--- src/rtl/seg_display_arbiter.sv ---
// seg_display_arbiter
// Round-robin owner selection for a shared two-digit seven-segment display.
// Every output is registered. A new owner keeps the display for at least MIN_HOLD
// cycles so the digits stay readable. Once MAX_HOLD cycles have passed, the owner
// must hand over if another requester is waiting.
// Optional feature macro: SEG_DISP_ARB_PREEMPT_EN. When it is defined, requester 0
// pre-empts any other owner.
//
// Request/grant protocol: i_req[k] is a level request. Requester k holds it high for
// as long as it wants the display. o_grant[k] (with o_owner == k) means that
// requester k's i_value slice is the one on o_value. A request seen at edge N is
// granted from edge N+1.
module seg_display_arbiter #(
  parameter int NUM_REQ  = 4,
  parameter int MIN_HOLD = 25_000_000,
  parameter int MAX_HOLD = 100_000_000,
  parameter int CNT_W    = 27
) (
  input  logic                 i_clk,
  input  logic                 i_rst,
  input  logic [NUM_REQ-1:0]   i_req,
  input  logic [NUM_REQ*8-1:0] i_value,
  output logic [NUM_REQ-1:0]   o_grant,
  output logic [2:0]           o_owner,
  output logic [7:0]           o_value,
  output logic                 o_blank,
  output logic                 o_state
);

  localparam logic [CNT_W-1:0] MIN_LIM = CNT_W'(MIN_HOLD - 1);
  localparam logic [CNT_W-1:0] MAX_LIM = CNT_W'(MAX_HOLD - 1);

  typedef enum logic {IDLE = 1'b0, OWN = 1'b1} state_t;

  state_t             state;
  logic [CNT_W-1:0]   cnt;
  logic [2:0]         ptr;

  logic [NUM_REQ-1:0] cand;
  logic               win_found;
  logic [2:0]         win_idx;
  logic [7:0]         win_value;
  logic [NUM_REQ-1:0] win_onehot;
  logic               owner_req;
  logic [7:0]         own_value;
  logic               preempt;
  int                 d;
  int                 best_d;

  // Debug view of the FSM: 1 while some requester owns the display.
  assign o_state = (state == OWN);

  // Round-robin search starting at ptr+1. While a requester owns the display, the
  // owner is masked out, so the search can only land on a different requester.
  always_comb begin
    cand      = (state == OWN) ? (i_req & ~o_grant) : i_req;
    win_idx   = '0;
    best_d    = NUM_REQ;
    d         = 0;
    for (int j = 0; j < NUM_REQ; j++) begin
      d = (j + NUM_REQ - 1 - int'(ptr)) % NUM_REQ;
      if (cand[j] && (d < best_d)) begin
        best_d  = d;
        win_idx = 3'(j);
      end
    end
    win_found  = |cand;
    win_onehot = NUM_REQ'(1) << win_idx;
  end

  // Pick out the winner's value slice and the current owner's slice (o_grant is one-hot).
  always_comb begin
    win_value = 8'h00;
    own_value = 8'h00;
    for (int j = 0; j < NUM_REQ; j++) begin
      if (win_idx == 3'(j)) win_value = i_value[8*j +: 8];
      if (o_grant[j])       own_value = own_value | i_value[8*j +: 8];
    end
    owner_req = |(i_req & o_grant);
  end

  // Requester 0 may take the display from any other owner, ignoring the minimum hold.
  always_comb begin
`ifdef SEG_DISP_ARB_PREEMPT_EN
    preempt = (state == OWN) && (o_owner != 3'd0) && i_req[0];
`else
    preempt = 1'b0;
`endif
  end

  // Ownership FSM. All outputs, the hold counter and the RR pointer live in this block.
  always_ff @(posedge i_clk or posedge i_rst) begin
    if (i_rst) begin
      state   <= IDLE;
      cnt     <= '0;
      ptr     <= 3'(NUM_REQ - 1);
      o_grant <= '0;
      o_owner <= 3'd0;
      o_value <= 8'h00;
      o_blank <= 1'b1;
    end else begin
      case (state)
        IDLE: begin
          if (win_found) begin
            state   <= OWN;
            o_grant <= win_onehot;
            o_owner <= win_idx;
            o_value <= win_value;
            o_blank <= 1'b0;
            cnt     <= '0;
            ptr     <= win_idx;
          end
        end
        OWN: begin
          if (preempt) begin
            o_grant <= NUM_REQ'(1);
            o_owner <= 3'd0;
            o_value <= i_value[7:0];
            cnt     <= '0;
            ptr     <= 3'd0;
          end else if (!owner_req && (cnt >= MIN_LIM)) begin
            if (win_found) begin
              o_grant <= win_onehot;
              o_owner <= win_idx;
              o_value <= win_value;
              cnt     <= '0;
              ptr     <= win_idx;
            end else begin
              state   <= IDLE;
              o_grant <= '0;
              o_owner <= 3'd0;
              o_value <= 8'h00;
              o_blank <= 1'b1;
              cnt     <= '0;
            end
          end else if ((cnt >= MAX_LIM) && owner_req && win_found) begin
            o_grant <= win_onehot;
            o_owner <= win_idx;
            o_value <= win_value;
            cnt     <= '0;
            ptr     <= win_idx;
          end else begin
            if (cnt != MAX_LIM) cnt <= cnt + 1'b1;
            // While the owner's request is low, o_value keeps its last value.
            if (owner_req) o_value <= own_value;
          end
        end
        default: state <= IDLE;
      endcase
    end
  end

endmodule

--- config.mk ---
export PLATFORM = sky130hd
export DESIGN_NAME = seg_display_arbiter
export DESIGN_NICKNAME = d
export VERILOG_FILES = /design/src/rtl/seg_display_arbiter.sv
export SDC_FILE = /design/constraint.sdc
export NUM_CORES = 1
export LEC_CHECK = 0
export ABC_AREA = 1
export ABC_CLOCK_PERIOD_IN_PS = 13340
export CORE_MARGIN = 2
export CORE_UTILIZATION = 60
export CTS_BUF_LIST = sky130_fd_sc_hd__clkbuf_4 sky130_fd_sc_hd__clkbuf_8
export DETAILED_ROUTE_END_ITERATION = 6
export PLACE_DENSITY_LB_ADDON = 0.2
export SETUP_SLACK_MARGIN = 0.02
export SLEW_MARGIN = 30
export SYNTH_ARGS = -nofsm -noshare
export SYNTH_HDL_FRONTEND = slang
export SYNTH_SLANG_ARGS = --single-unit
--- constraint.sdc ---
create_clock -name i_clk -period 13.34 [get_ports i_clk]
set_clock_uncertainty 0.1 [all_clocks]
set_input_delay 2.668 -clock i_clk [delete_from_list [all_inputs] [get_ports i_clk]]
set_output_delay 2.668 -clock i_clk [all_outputs]
set_load 0.05 [all_outputs]
==> results.toml, run 1 <==
[outcome]
outcome = "finished, final reports clean"

[synth]
yosys.area.top_type = "dfrtp_1"
netlist_area_sq_um = 3720
ys_seq_area_frac = 0.311
yosysWarnings = 0
synth_nets = 580
postSynthRegisterBits = 46
synth_cell_type_count = 45
ys_async_sr_fraction = 1.00
synthCells = 529
synthTopCellsByArea = "dfrtp_1 29%, nand2_1 13%, nand3_1 6.5%"
synthFlopType = "dfrtp_1"
synth_common_cells = "130 x nand2_1, 62 x inv_1, 48 x nand3_1, 43 x dfrtp_1, 40 x nor2_1"
syn_avg_cell_area_sq_um = 7.02
synth.most_common_cell = "nand2_1"
synth_top_area_frac = 0.290
synth-edff-count = 0

[critical_path]
slowest_delay_ps = 510
critical_path.most_common_cell = "nand2_1"
startpoint_type = "input pin"
r2r_cells = 28
cp.required_ps = 13430
regToRegStartpoint = "ptr[1]"
crit_slowest_cell = "clkdlybuf4s50_1"
r2r_end = "o_value[6]"
critical_path_class = "input pin to flop"
rrSetupSlack_ps = 7490
crit_path_end_kind = "flop"
path_max_fanout = 28
cp.arrival_ps = 7880

[floorplanning]
rows = 28
die_x_um = 82.7
die_h_um = 82.7
io_pins = 55
dieArea_sq_um = 6840
initial_core_util = 0.624
core-area_sq_um = 5960

[sta]
clock.fmax_mhz = 128
tightest_slew_ps = 775
finalCriticalPeriod_ps = 7790
fin_hold_ws_ps = 389
fin_tns_setup_ps = 0
slew_headroom = 0.483
fin_crit_sh = 0.584
final-hold-violation-count = 0
slew_viol_final = 0
rsz0062_at_grt = "no"
setup_viol_count_final = 0

[clock_network]
ctsLongestPathBuffers = 2
hold_buffers = 0
cts_tree = "done"
numCtsBuffers = 5
cts-root-buf = "clkbuf_8"
cts_setup_buffers = 0
ctsHtreeMaxLevel = 2
worstSkewPairLatency_ps = 300
cts_resized = 0
clkTransAtPathRegs_ps = 100
cts_sinks = 46

[final_layout]
multi_input_area_sq_um = 2200
nets = 623
syn2layout_area_growth_pct = 17.0
drive_gt1_frac = 0.0646
diodes = 0
regArea_sq_um = 1150
fill_cells = 494

[drt]
wl_mm = 10.7
postRouteAntennaNets = 0
routedWlPerCell_um = 16.5
drt_iter0_drc = 409
drc = 0
post_drt_via_cell_ratio = 6.04
drtPass1Iterations = 6
num_vias = 3917

[worst_hold_path]
hold_end = "o_blank"
hold_path_class = "flop to flop"
hold_start = "o_blank"
holdPathStages = 2

[job]
maxCapViolations = 0

[placed_design]
gp_congestion = 0.993
portBuffers = 53
post-dp-hpwl_mm = 8.14

[power]
ir_worst_vdd_mv = 0.138
p_leak_uw = 0.00195
power_density_nw_per_um2 = 196

[global_routing]
track_usage = 0.325
grt_pass1_vias = 3671
antenna_found_initial = 0
grt_first_pass_wirelength_mm = 17.2
grt_start_max_net_pins = 47
grt_overflow_total = 0
==> flip-flops by register name, indices dropped and copies added, names as in the netlist <==
register,count
cnt,27
o_blank,1
o_grant,4
o_owner,2
o_state,1
o_value,8
ptr,3
==> cells in the final DEF, fill, tap and decap left out, types with 6 or more instances in the layout <==
| cell type | n |
|---|---|
| nand3_1 | 48 |
| nor4_1 | 6 |
| nor2_1 | 40 |
| o21ai_0 | 16 |
| ha_1 | 13 |
| nand2_1 | 130 |
| a21oi_1 | 15 |
| nand4_1 | 28 |
| nor3_1 | 21 |
| inv_1 | 61 |
| o21ai_1 | 9 |
| a22o_1 | 8 |
| xor2_1 | 18 |
| nand2_2 | 6 |
| clkdlybuf4s50_1 | 53 |
| o21a_1 | 6 |
| dfrtp_1 | 43 |
==> routing by layer <==
metal  GRT usage  part of all wire  up-vias
met2       0.504              0.46      238
met1       0.459              0.42     1787
met5           0                 0        -
li1            -                 -     1866
met3      0.0685              0.10       26
met4      0.0934             0.015        0
==> critical path: cells and delay by family <==
kind	cells	cell delay, ps
buffers and inverters	4	1060
AOI/OAI and AO/OA	3	510
adders and majority gates	3	830
and+or+nand+nor	19	2780
==> area by class of cell <==
type,count,area share
multi-input cells,397,0.505
flip-flops and latches,46,0.266
inverters,69,0.0633
clock buffers,5,0.0158
clock inverters,3,0.00662
repair buffers,53,0.122
well taps,75,0.0216
==> report_power, final <==
part           internal [uW]  switching (uW)
sequential               181            51.6
combinational            175             351
clock                   39.3            55.7
==> worst max-delay path by stage <==
stage | start | end | slack (ps) | cells past startpoint
floorplan | i_req[0] | o_value[0] | 6940 | 31
global placement | i_req[0] | o_value[4] | 5790 | 29
detailed placement | i_req[0] | o_value[6] | 5410 | 29
CTS | i_req[0] | o_value[6] | 5710 | 29
global route | i_req[0] | o_value[6] | 5050 | 33
finish | i_req[0] | o_value[6] | 5550 | 29
==> per-stage QoR <==
stage	worst slack, ps	util	instance area (sq um)	total power (uW)	cells
after global placement	5790	0.714	4250	725	640
final	5550	0.730	4350	855	648
after global routing	5050	0.730	4350	919	648
after detailed placement	5410	0.714	4250	744	640
after CTS	5710	0.730	4350	842	648
after floorplan	6940	-	3720	609	529
==> cells by family after synthesis <==
logic type	share of synthesized area
AO/OA/AOI/OAI	0.127
other	0.00101
flip-flops	0.311
buffers and inverters	0.0980
AND/OR/NAND/NOR	0.374
XOR/XNOR	0.0448
adder cells (fa/ha/maj)	0.0438
Note: power is estimated with default switching activity, not from simulation.
==> inputs of run 2 (changes only) <==
ABC_CLOCK_PERIOD_IN_PS = 7650   (was 13340)
CORE_UTILIZATION = 57   (was 60)
clock period = 7.65 ns   (was 13.34 ns; I/O delays follow)
==> results.toml, run 2 (same netlist as run 1, synthesis figures left out) <==
[clock_network]
clkTransAtPathRegs_ps = 90
cts_sinks = 46
cts-root-buf = "clkbuf_8"
cts_setup_buffers = 0
worstSkewPairLatency_ps = 310
hold_buffers = 0
ctsLongestPathBuffers = 2
ctsHtreeMaxLevel = 2
cts_resized = 0
numCtsBuffers = 5
cts_tree = "done"

[critical_path]
cp.required_ps = 7740
slowest_delay_ps = 500
critical_path_class = "input pin to flop"
rrSetupSlack_ps = 1880
crit_path_end_kind = "flop"
crit_slowest_cell = "clkdlybuf4s50_1"
critical_path.most_common_cell = "nand2_1"
cp.arrival_ps = 6630
startpoint_type = "input pin"
path_max_fanout = 28

[job]
maxCapViolations = 0

[global_routing]
grt_first_pass_wirelength_mm = 17.5
use_met3 = 0.0364
busiest_layer = "met2"
globalRouteMet1Util = 0.381
grt_pass1_vias = 3768
track_usage = 0.302
grt_overflow_total = 0
antenna_found_initial = 0
grt_start_max_net_pins = 47
grt_util_met2 = 0.520

[sta]
slew_headroom = 0.465
fin_tns_setup_ps = 0
clock.fmax_mhz = 153
fin_crit_sh = 0.854
tightest_slew_ps = 801
final-hold-violation-count = 0
slew_viol_final = 0
finalCriticalPeriod_ps = 6530
setup_viol_count_final = 0
rsz0062_at_grt = "no"
worst_slack_ps = 1120

[outcome]
outcome = "finished, final reports clean"

[drt]
drc = 0
wl_mm = 10.3
postRouteAntennaNets = 0
post_drt_via_cell_ratio = 5.82
drtPass1Iterations = 5
num_vias = 3784
routedWlPerCell_um = 15.9
drt_iter0_drc = 252

[final_layout]
final_cells = 650
nets = 623
layout_common_cells = "130 x nand2_1, 61 x inv_1, 53 x clkdlybuf4s50_1"
top_regs = "cnt (27), o_value (8), o_grant (4)"
regMostFlops = "cnt"
drive_gt1_frac = 0.0646
mostFrequentLayoutCell = "nand2_1"
largest_reg_flops = 27
syn2layout_area_growth_pct = 17.5
diodes = 0

[floorplanning]
io_pins = 55
die_h_um = 84.7
dieArea_sq_um = 7180
core-area_sq_um = 6310
rows = 29
die_x_um = 84.7
initial_core_util = 0.589

[power]
ir_worst_vdd_mv = 0.252
p_leak_uw = 0.00196
power_density_nw_per_um2 = 342

[placed_design]
preCtsSetupSlack_ps = 891
dpl.cell_count = 642
gp_congestion = 0.997
post-dp-hpwl_mm = 7.88
portBuffers = 53

[worst_hold_path]
hold_path_class = "flop to flop"
-- run 2: worst max-delay path, delay by kind of cell --
family	cells	cell delay, ps
AND/OR/NAND/NOR	19	2710
adder cells (fa/ha/maj)	3	830
buffers and inverters	4	1030
AO/OA/AOI/OAI	3	490
-- run 2: path summary, 6_finish.rpt --
kind,from,cells after the start,endpoint
hold / removal,o_value[5],2,o_value[5]
max in group asynchronous,i_rst,2,o_value[1]
setup / recovery,i_req[0],29,o_value[6]
setup reg to reg,ptr[1],28,o_value[6]
min in group asynchronous,i_rst,2,o_owner[1]
hold reg to reg,o_value[5],2,o_value[5]
-- run 2: area by class of cell --
type / count / area [sq um]
clock inverters: 3 / 43.8
inverters: 69 / 275
repair buffers: 53 / 531
flip-flops and latches: 46 / 1150
fillers: 555 / 1950
well taps: 77 / 96.3
clock buffers: 5 / 68.8
multi-input cells: 397 / 2200
-- run 2: where the power goes --
| group | total, uW | internal [uW] | switching, uW |
|---|---|---|---|
| Sequential | 405 | 316 | 88.5 |
| Combinational | 897 | 304 | 593 |
| Clock | 192 | 98.2 | 94.2 |
| Total | 1490 | 719 | 776 |
-- run 2: through the flow --
stage                     area [sq um]  power [uW]  hold slack, ps   util
final                             4370        1490             383  0.692
after global placement            4250        1270             365  0.674
after global routing              4370        1620             411  0.692
after CTS                         4370        1490             390  0.691
after floorplan                   3720        1060             385      -
after detailed placement          4250        1290             366  0.674
-- run 2: routing by layer --
layer  vias up  part of all wire
li1       1867                 -
met1      1722              0.42
met2       171              0.49
met3        24             0.060
met4         0             0.030
met5         -                 0
